File: src/rtl/pixel_stream_sequencer.sv
// Walks the pixel mux select over all entries and re-times the combinational mux
// output into a registered valid/ready stream, prefetching one entry ahead.
//
// state  | meaning
// IDLE   | Select parked at 0, waiting for Start
// LOAD   | capture entry 0, raise Valid, point Select at entry 1
// STREAM | emit beats; on accept capture the prefetched entry
// DONE   | one-cycle Done pulse, then back to IDLE
module pixel_stream_sequencer #(
    parameter int PIX_WIDTH = 70,
    parameter int NUM_PIX   = 112,
    parameter int SEL_BIT   = 7
) (
    input  logic                 clk,
    input  logic                 rst_n,
    input  logic                 Start,
    input  logic                 Abort,
    input  logic [PIX_WIDTH-1:0] Pixel_In,
    output logic [SEL_BIT-1:0]   Select,
    output logic [PIX_WIDTH-1:0] Pixel_Out,
    output logic [SEL_BIT-1:0]   Pixel_Index,
    output logic                 Valid,
    input  logic                 Ready,
    output logic                 Last,
    output logic                 Busy,
    output logic                 Done
);

    typedef enum logic [1:0] {
        S_IDLE,
        S_LOAD,
        S_STREAM,
        S_DONE
    } state_t;

    localparam logic [SEL_BIT-1:0] LAST_IDX = SEL_BIT'(NUM_PIX - 1);

    state_t               r_state;
    logic [SEL_BIT-1:0]   r_select;
    logic [SEL_BIT-1:0]   r_index;
    logic [PIX_WIDTH-1:0] r_pixel;
    logic                 r_valid;
    logic                 r_done;

    logic w_accept;
    logic w_last_beat;
    logic w_sel_sat;

    assign w_accept    = r_valid & Ready;
    assign w_last_beat = (r_index == LAST_IDX);
    assign w_sel_sat   = (r_select == LAST_IDX);

    always_ff @(posedge clk or negedge rst_n) begin
        if (!rst_n) begin
            r_state  <= S_IDLE;
            r_select <= '0;
            r_index  <= '0;
            r_pixel  <= '0;
            r_valid  <= 1'b0;
            r_done   <= 1'b0;
        end else begin
            r_done <= 1'b0;
            case (r_state)
                S_IDLE: begin
                    r_select <= '0;
                    r_valid  <= 1'b0;
                    if (Start) begin
                        r_state <= S_LOAD;
                    end
                end
                S_LOAD: begin
                    if (Abort) begin
                        r_state  <= S_IDLE;
                        r_select <= '0;
                        r_index  <= '0;
                        r_valid  <= 1'b0;
                    end else begin
                        r_pixel  <= Pixel_In;
                        r_index  <= '0;
                        r_valid  <= 1'b1;
                        r_select <= SEL_BIT'(1);
                        r_state  <= S_STREAM;
                    end
                end
                S_STREAM: begin
                    // Abort takes priority over a beat accepted in the same cycle.
                    if (Abort) begin
                        r_state  <= S_IDLE;
                        r_select <= '0;
                        r_index  <= '0;
                        r_valid  <= 1'b0;
                    end else if (w_accept) begin
                        if (w_last_beat) begin
                            r_valid <= 1'b0;
                            r_done  <= 1'b1;
                            r_state <= S_DONE;
                        end else begin
                            r_pixel  <= Pixel_In;
                            r_index  <= r_index + SEL_BIT'(1);
                            r_select <= w_sel_sat ? r_select : r_select + SEL_BIT'(1);
                        end
                    end
                end
                S_DONE: begin
                    r_select <= '0;
                    r_state  <= S_IDLE;
                end
                default: begin
                    r_state  <= S_IDLE;
                    r_select <= '0;
                    r_valid  <= 1'b0;
                end
            endcase
        end
    end

    assign Select      = r_select;
    assign Pixel_Out   = r_pixel;
    assign Pixel_Index = r_index;
    assign Valid       = r_valid;
    assign Done        = r_done;
    assign Last        = r_valid & w_last_beat;
    assign Busy        = (r_state != S_IDLE);

endmodule

File: config.mk
export PLATFORM = sky130hd
export DESIGN_NAME = pixel_stream_sequencer
export DESIGN_NICKNAME = d
export VERILOG_FILES = /design/src/rtl/pixel_stream_sequencer.sv
export SDC_FILE = /design/constraint.sdc
export NUM_CORES = 1
export LEC_CHECK = 0
export CAP_MARGIN = 0
export CELL_PAD_IN_SITES_DETAIL_PLACEMENT = 0
export CELL_PAD_IN_SITES_GLOBAL_PLACEMENT = 1
export CORE_MARGIN = 2
export CORE_UTILIZATION = 31
export CTS_CLUSTER_DIAMETER = 150
export CTS_CLUSTER_SIZE = 28
export DETAILED_ROUTE_END_ITERATION = 6
export PLACE_DENSITY_LB_ADDON = 0.1
export SLEW_MARGIN = 20
export SYNTH_ARGS = -nofsm -noshare
export SYNTH_HDL_FRONTEND = slang
export SYNTH_SLANG_ARGS = --single-unit
export TNS_END_PERCENT = 50
File: constraint.sdc
create_clock -name clk -period 1.7 [get_ports clk]
set_input_delay 0.34 -clock clk [delete_from_list [all_inputs] [get_ports clk]]
set_output_delay 0.34 -clock clk [all_outputs]
set_load 0.01 [all_outputs]
## After elaboration in Yosys (flattened, before gate mapping)

Index checks and enable logic that the tools add are counted.

| storage, ports and cells | value |
|---|---|
| register bits | 88 |
| latch bits | 0 |
| bits in writable memories | 0 |
| ROM bits | 0 |
| bits of input ports | 75 |
| output and inout bits | 88 |
| word-level logic and storage cells | 64 |
| memories | 0 |

| cells by class | value |
|---|---|
| add/sub/neg operators | 2 |
| multipliers | 0 |
| div/mod/pow operators | 0 |
| magnitude comparators | 0 |
| equality and inequality tests | 14 |
| shift-type cells | 0 |
| multiplexer cells | 30 |
| bitwise gates (word level) | 2 |
| reductions and logical operators | 10 |

Operator list:

| kind | number |
|---|---|
| $mux 70 | 4 |
| $pmux 70 s2 | 1 |
| $mux 7 | 7 |
| $pmux 7 s3 | 1 |
| $add 7x1->7 const B | 2 |
| $eq 7x7->1 const B | 2 |
| $pmux 7 s2 | 1 |
| $ne 3x3->1 const B | 4 |
| $reduce_and 3->1 | 4 |
| $mux 2 | 5 |
| $ne 2x2->1 const B | 5 |
| $mux 1 | 9 |
| $pmux 2 s4 | 1 |
| $reduce_and 5->1 | 1 |
| $eq 2x2->1 const B | 2 |
| $reduce_bool 2->1 | 2 |
| $pmux 1 s3 | 1 |
| $reduce_bool 3->1 | 1 |
| $and 1x1->1 | 2 |
| $eq 2x1->1 const B | 1 |
| $logic_not 2->1 | 1 |
| $reduce_or 2->1 | 1 |

## Logic depth before layout (Yosys ltp)

| logic depth | value |
|---|---|
| depth after elaboration | 6 |
| mapped depth | 8 |
| gate-level depth less buffers | 6 |

## Worst setup path after synthesis

OpenSTA, ideal clock, no wires.

| timing | value |
|---|---|
| path type | reg-to-reg |
| from | reg r_index[0] (netlist: Pixel_Index[0]) |
| to | reg r_pixel[0] (netlist: Pixel_Out[0]) |
| setup time | 0.125 ns |
| arrival | 1.821 ns |
| data required time | 1.575 ns |
| path slack | -0.247 ns |
| stages on the path, launching flop included | 8 |
| path buffers | 2 |
| clock period less this slack | 1.947 ns |
| path through | dfrtp_1 ha_1 and3_1 buf_2 a211oi_2 o21ai_4 buf_6 mux2_4 |

| between the ends | value |
|---|---|
| cells in the longest elaborated chain, start to end | 3 |

Ends and longest elaborated chain:

| element | line | text |
|---|---|---|
| start: declaration | 40 | `logic [SEL_BIT-1:0] r_index;` |
| start signal: assignment | 99 | `r_index <= r_index + SEL_BIT'(1);` |
| $eq 7x7->1 | 50 | `assign w_last_beat = (r_index == LAST_IDX);` |
| $ne 2x2->1 (no source line) | n/a |  |
| $reduce_and 5->1 (no source line) | n/a |  |
| end signal: assignment | 78 | `r_pixel <= Pixel_In;` |
| end signal: assignment | 98 | `r_pixel <= Pixel_In;` |
| end: declaration | 41 | `logic [PIX_WIDTH-1:0] r_pixel;` |

Every way passes these cells.
A chain may end at the register's enable or synchronous reset.

## Final worst setup path

| timing | value |
|---|---|
| from | reg r_index[1] (netlist: Pixel_Index[1]) |
| to | reg r_pixel[60] (netlist: Pixel_Out[60]) |

Same word-level chain as after synthesis.

==> flow_metrics.py <==
metrics = {
    "sta": {
        "slew_headroom": 0.734,
        "tightest_slew_ps": 395,
        "whs_ps": 458,
        "setup_slack_ps": -206,
        "final_max_slew_viol_count": 0,
        "finalHoldViolations": 0,
        "skew_ps": 7.27,
        "fin_crit_sh": 1.12,
        "setup_violations": 71,
        "layout_min_cycle_time_ps": 1910,
        "rsz0062_at_grt": "true",
        "tns_ps": -12240,
        "max_clock_freq_ghz": 0.525,
    },
    "synthesis": {
        "ys_seq_area_frac": 0.544,
        "synth_fa_ha_area_frac": 0.0247,
        "synth_xor_area_frac": 0.00216,
        "synth-simple-area-share": 0.0655,
        "syn_avg_cell_area_um2": 14.7,
        "synth_compound_area_frac": 0.0664,
        "synth_edf_count": 0,
        "yosys_warnings": 0,
        "synthFlopType": "dfrtp_1",
        "ys_types": 40,
        "synth_top_family_by_area": "multiplexers",
        "async_reset_ff_frac": 1.00,
        "muxShareOfSynthArea": 0.265,
        "synth_seq_cells": 88,
        "syn_nets": 359,
        "syn_area_um2": 4050,
        "syn_inst": 276,
    },
    "worst_setup_path": {
        "reg2reg_slack_ps": -210,
        "r2r_cells": 7,
        "critical_path_class": "reg -> reg",
        "end_kind": "flop",
        "cp.required_ps": 1930,
        "worstPathArrival_ps": 2130,
        "timing.rr.start": "Pixel_Index[1]",
        "r2r_end": "Pixel_Out[60]",
        "start_kind": "flop",
        "worstPathMaxFanout": 17,
    },
    "drt": {
        "wl_per_cell_um": 16.0,
        "vias_per_cell": 4.56,
        "route.met3.wl_um": 570,
        "routed.top_layer": "met4",
        "wl_met1_um": 4920,
        "ant_nets": 0,
        "drc_errors": 0,
        "dr.pass1.iters": 4,
        "drtIter0Drc": 87,
        "wl_met2_um": 5090,
        "wl_um": 10800,
        "vias": 3072,
    },
    "pwr": {
        "swShare": 0.298,
        "comb_power_share": 0.564,
        "pwr-share-clk": 0.163,
        "ir_drop_mv": 0.807,
        "switchingPower_uw": 3870,
        "p_int_uw": 9130,
        "total_leakage_power_uw": 0.00315,
        "power_density_nw_per_um2": 1920,
        "seqPwrFrac": 0.272,
    },
    "global_route": {
        "overflow": 0,
        "antenna_found_initial": 0,
        "grt_usage": 0.157,
        "grt_start_max_net_pins": 32,
        "grt_first_pass_wirelength_um": 17300,
        "grt_pass1_vias": 3258,
    },
    "place": {
        "placed_cell_area_um2": 6340,
        "pre_cts_slack_ps": -419,
        "gp_congestion": 0.774,
        "numPortBuffers": 162,
        "post-dp-hpwl_um": 7760,
    },
    "status": {
        "violations": "setup timing",
        "status": "finished, violations left",
    },
    "finish": {
        "layout.nets": 580,
        "num_antenna_cells": 0,
        "fin_area_um2": 6760,
        "final_layout_size_suffix_gt1_frac": 0.333,
        "area_growth_pct": 66.9,
        "fin_util": 0.534,
    },
    "flow_run": {
        "drv_cap": 0,
    },
    "cts": {
        "cts_buffers": 9,
        "cts_max_level": 3,
        "cts_tree": "yes",
        "worstSkewPairLatency_ps": 340,
        "clkTransAtPathRegs_ps": 70,
        "clockRootBuffer": "clkbuf_16",
        "clk_path_buf_depth": 2,
        "cts.sinks": 88,
    },
    "floorplan": {
        "die_h_um": 118,
        "ios": 163,
        "core_um2": 12700,
        "start_util": 0.320,
        "dieWidth_um": 118,
        "fp.dieArea_um2": 14000,
        "rows": 41,
    },
    "worst_hold_path": {
        "holdCritPathClass": "in -> async",
    },
}
[cell families after synthesis]
family / after synthesis
xor+xnor: 1
flops: 88
simple gates: 48
compound gates: 39
fa+ha+maj: 8
buf+inv: 20
mux: 72
[how the worst max path moves through the flow]
stage,start,end,cells past startpoint,slack (ps)
finish,Pixel_Index[1],Pixel_Out[60],7,-210
global placement,Abort,Pixel_Out[44],6,-390
floorplan,Pixel_Index[0],Pixel_Out[0],7,-180
global route,Pixel_Index[1],Pixel_Out[48],7,-270
detailed placement,Ready,Pixel_Out[24],7,-420
CTS,Pixel_Index[1],Pixel_Out[48],7,-210
[routing by layer]
metal,vias to the layer above,global-route usage
met5,-,0
met3,12,0.0357
met1,1521,0.204
met4,0,0.0633
met2,97,0.254
li1,1442,-
[cells in the mapped netlist (2+ instances only)]
master | n | share of area
o21ai_0 | 9 | 0.011
nand4_1 | 4 | 0.0062
nand2_1 | 5 | 0.0046
buf_2 | 4 | 0.0049
clkbuf_1 | 2 | 0.0019
and3_2 | 2 | 0.0037
a21oi_1 | 10 | 0.012
buf_6 | 7 | 0.019
nand4b_1 | 2 | 0.0043
inv_1 | 7 | 0.0065
nor2_1 | 9 | 0.0083
nand3_1 | 11 | 0.014
dfrtp_1 | 88 | 0.54
nand2b_1 | 2 | 0.0031
and3_1 | 4 | 0.0062
mux2_4 | 70 | 0.26
o211ai_1 | 2 | 0.0037
o31ai_1 | 6 | 0.011
nor3_1 | 2 | 0.0025
o311ai_0 | 3 | 0.0065
ha_1 | 8 | 0.025
[registers in the layout, indices dropped and copies added, names as in the netlist]
| register | count |
|---|---|
| Pixel_Index | 7 |
| Done | 1 |
| Select | 7 |
| r_state | 2 |
| Pixel_Out | 70 |
| Valid | 1 |
[placed cells by master, fill, tap and decap left out, types with 2 or more instances in the layout]
cell / count
mux2_4: 70
dfrtp_2: 5
and3_1: 3
buf_6: 3
nand3_1: 10
clkbuf_16: 9
inv_1: 7
ha_1: 7
and3_2: 2
nand2_1: 5
a21oi_1: 9
dlygate4sd2_1: 10
bufinv_16: 2
clkinv_2: 3
clkdlybuf4s50_1: 146
o311ai_1: 2
dlymetal6s2s_1: 4
o211ai_1: 2
nand4_1: 4
dfrtp_1: 83
nand4b_1: 2
nand2b_1: 2
buf_4: 48
buf_12: 11
nor2_1: 9
o21ai_1: 2
o31ai_1: 5
o21ai_0: 7
[cell type report]
cell class	count	area, um2
Fill cell	1140	5910
Tap cell	172	215
Clock buffer	10	229
Timing Repair Buffer	223	2220
Sequential cell	88	2210
Clock inverter	6	83.8
Multi-Input combinational cell	168	1770
Inverter	7	26.3
[power groups by stage]
stage | Clock, uW | Combinational, uW | Sequential, uW
2_1_floorplan | 0 | 3420 | 3990
3_3_place_gp | 0 | 7120 | 3570
3_5_place_dp | 0 | 7200 | 3590
4_1_cts | 2190 | 7380 | 3550
5_1_grt | 2260 | 7760 | 3660
6_report | 2130 | 7330 | 3540
[what timing repair did]
action                                  CTS  global route
endpoints found under the hold margin    22             0
resized for setup                        19            17
hold buffers                              1             0
setup buffers                             4             1
endpoints found under the setup margin   85            90
pin swaps                                 1             0
[critical path, stage by stage, from the launching register on]
cell and delay [ps]:
dfrtp_2 420, ha_4 160, and3_4 200, a211oi_4 250, o21ai_4 100, buf_12 170, buf_12 160, mux2_4 290
[stage by stage]
step	total power [uW]	instances
final	13000	674
after floorplan	7400	276
after global placement	10700	652
after global routing	13700	674
after CTS	13100	673
after detailed placement	10800	652
No activity file was read; power rests on OpenSTA's default activity.
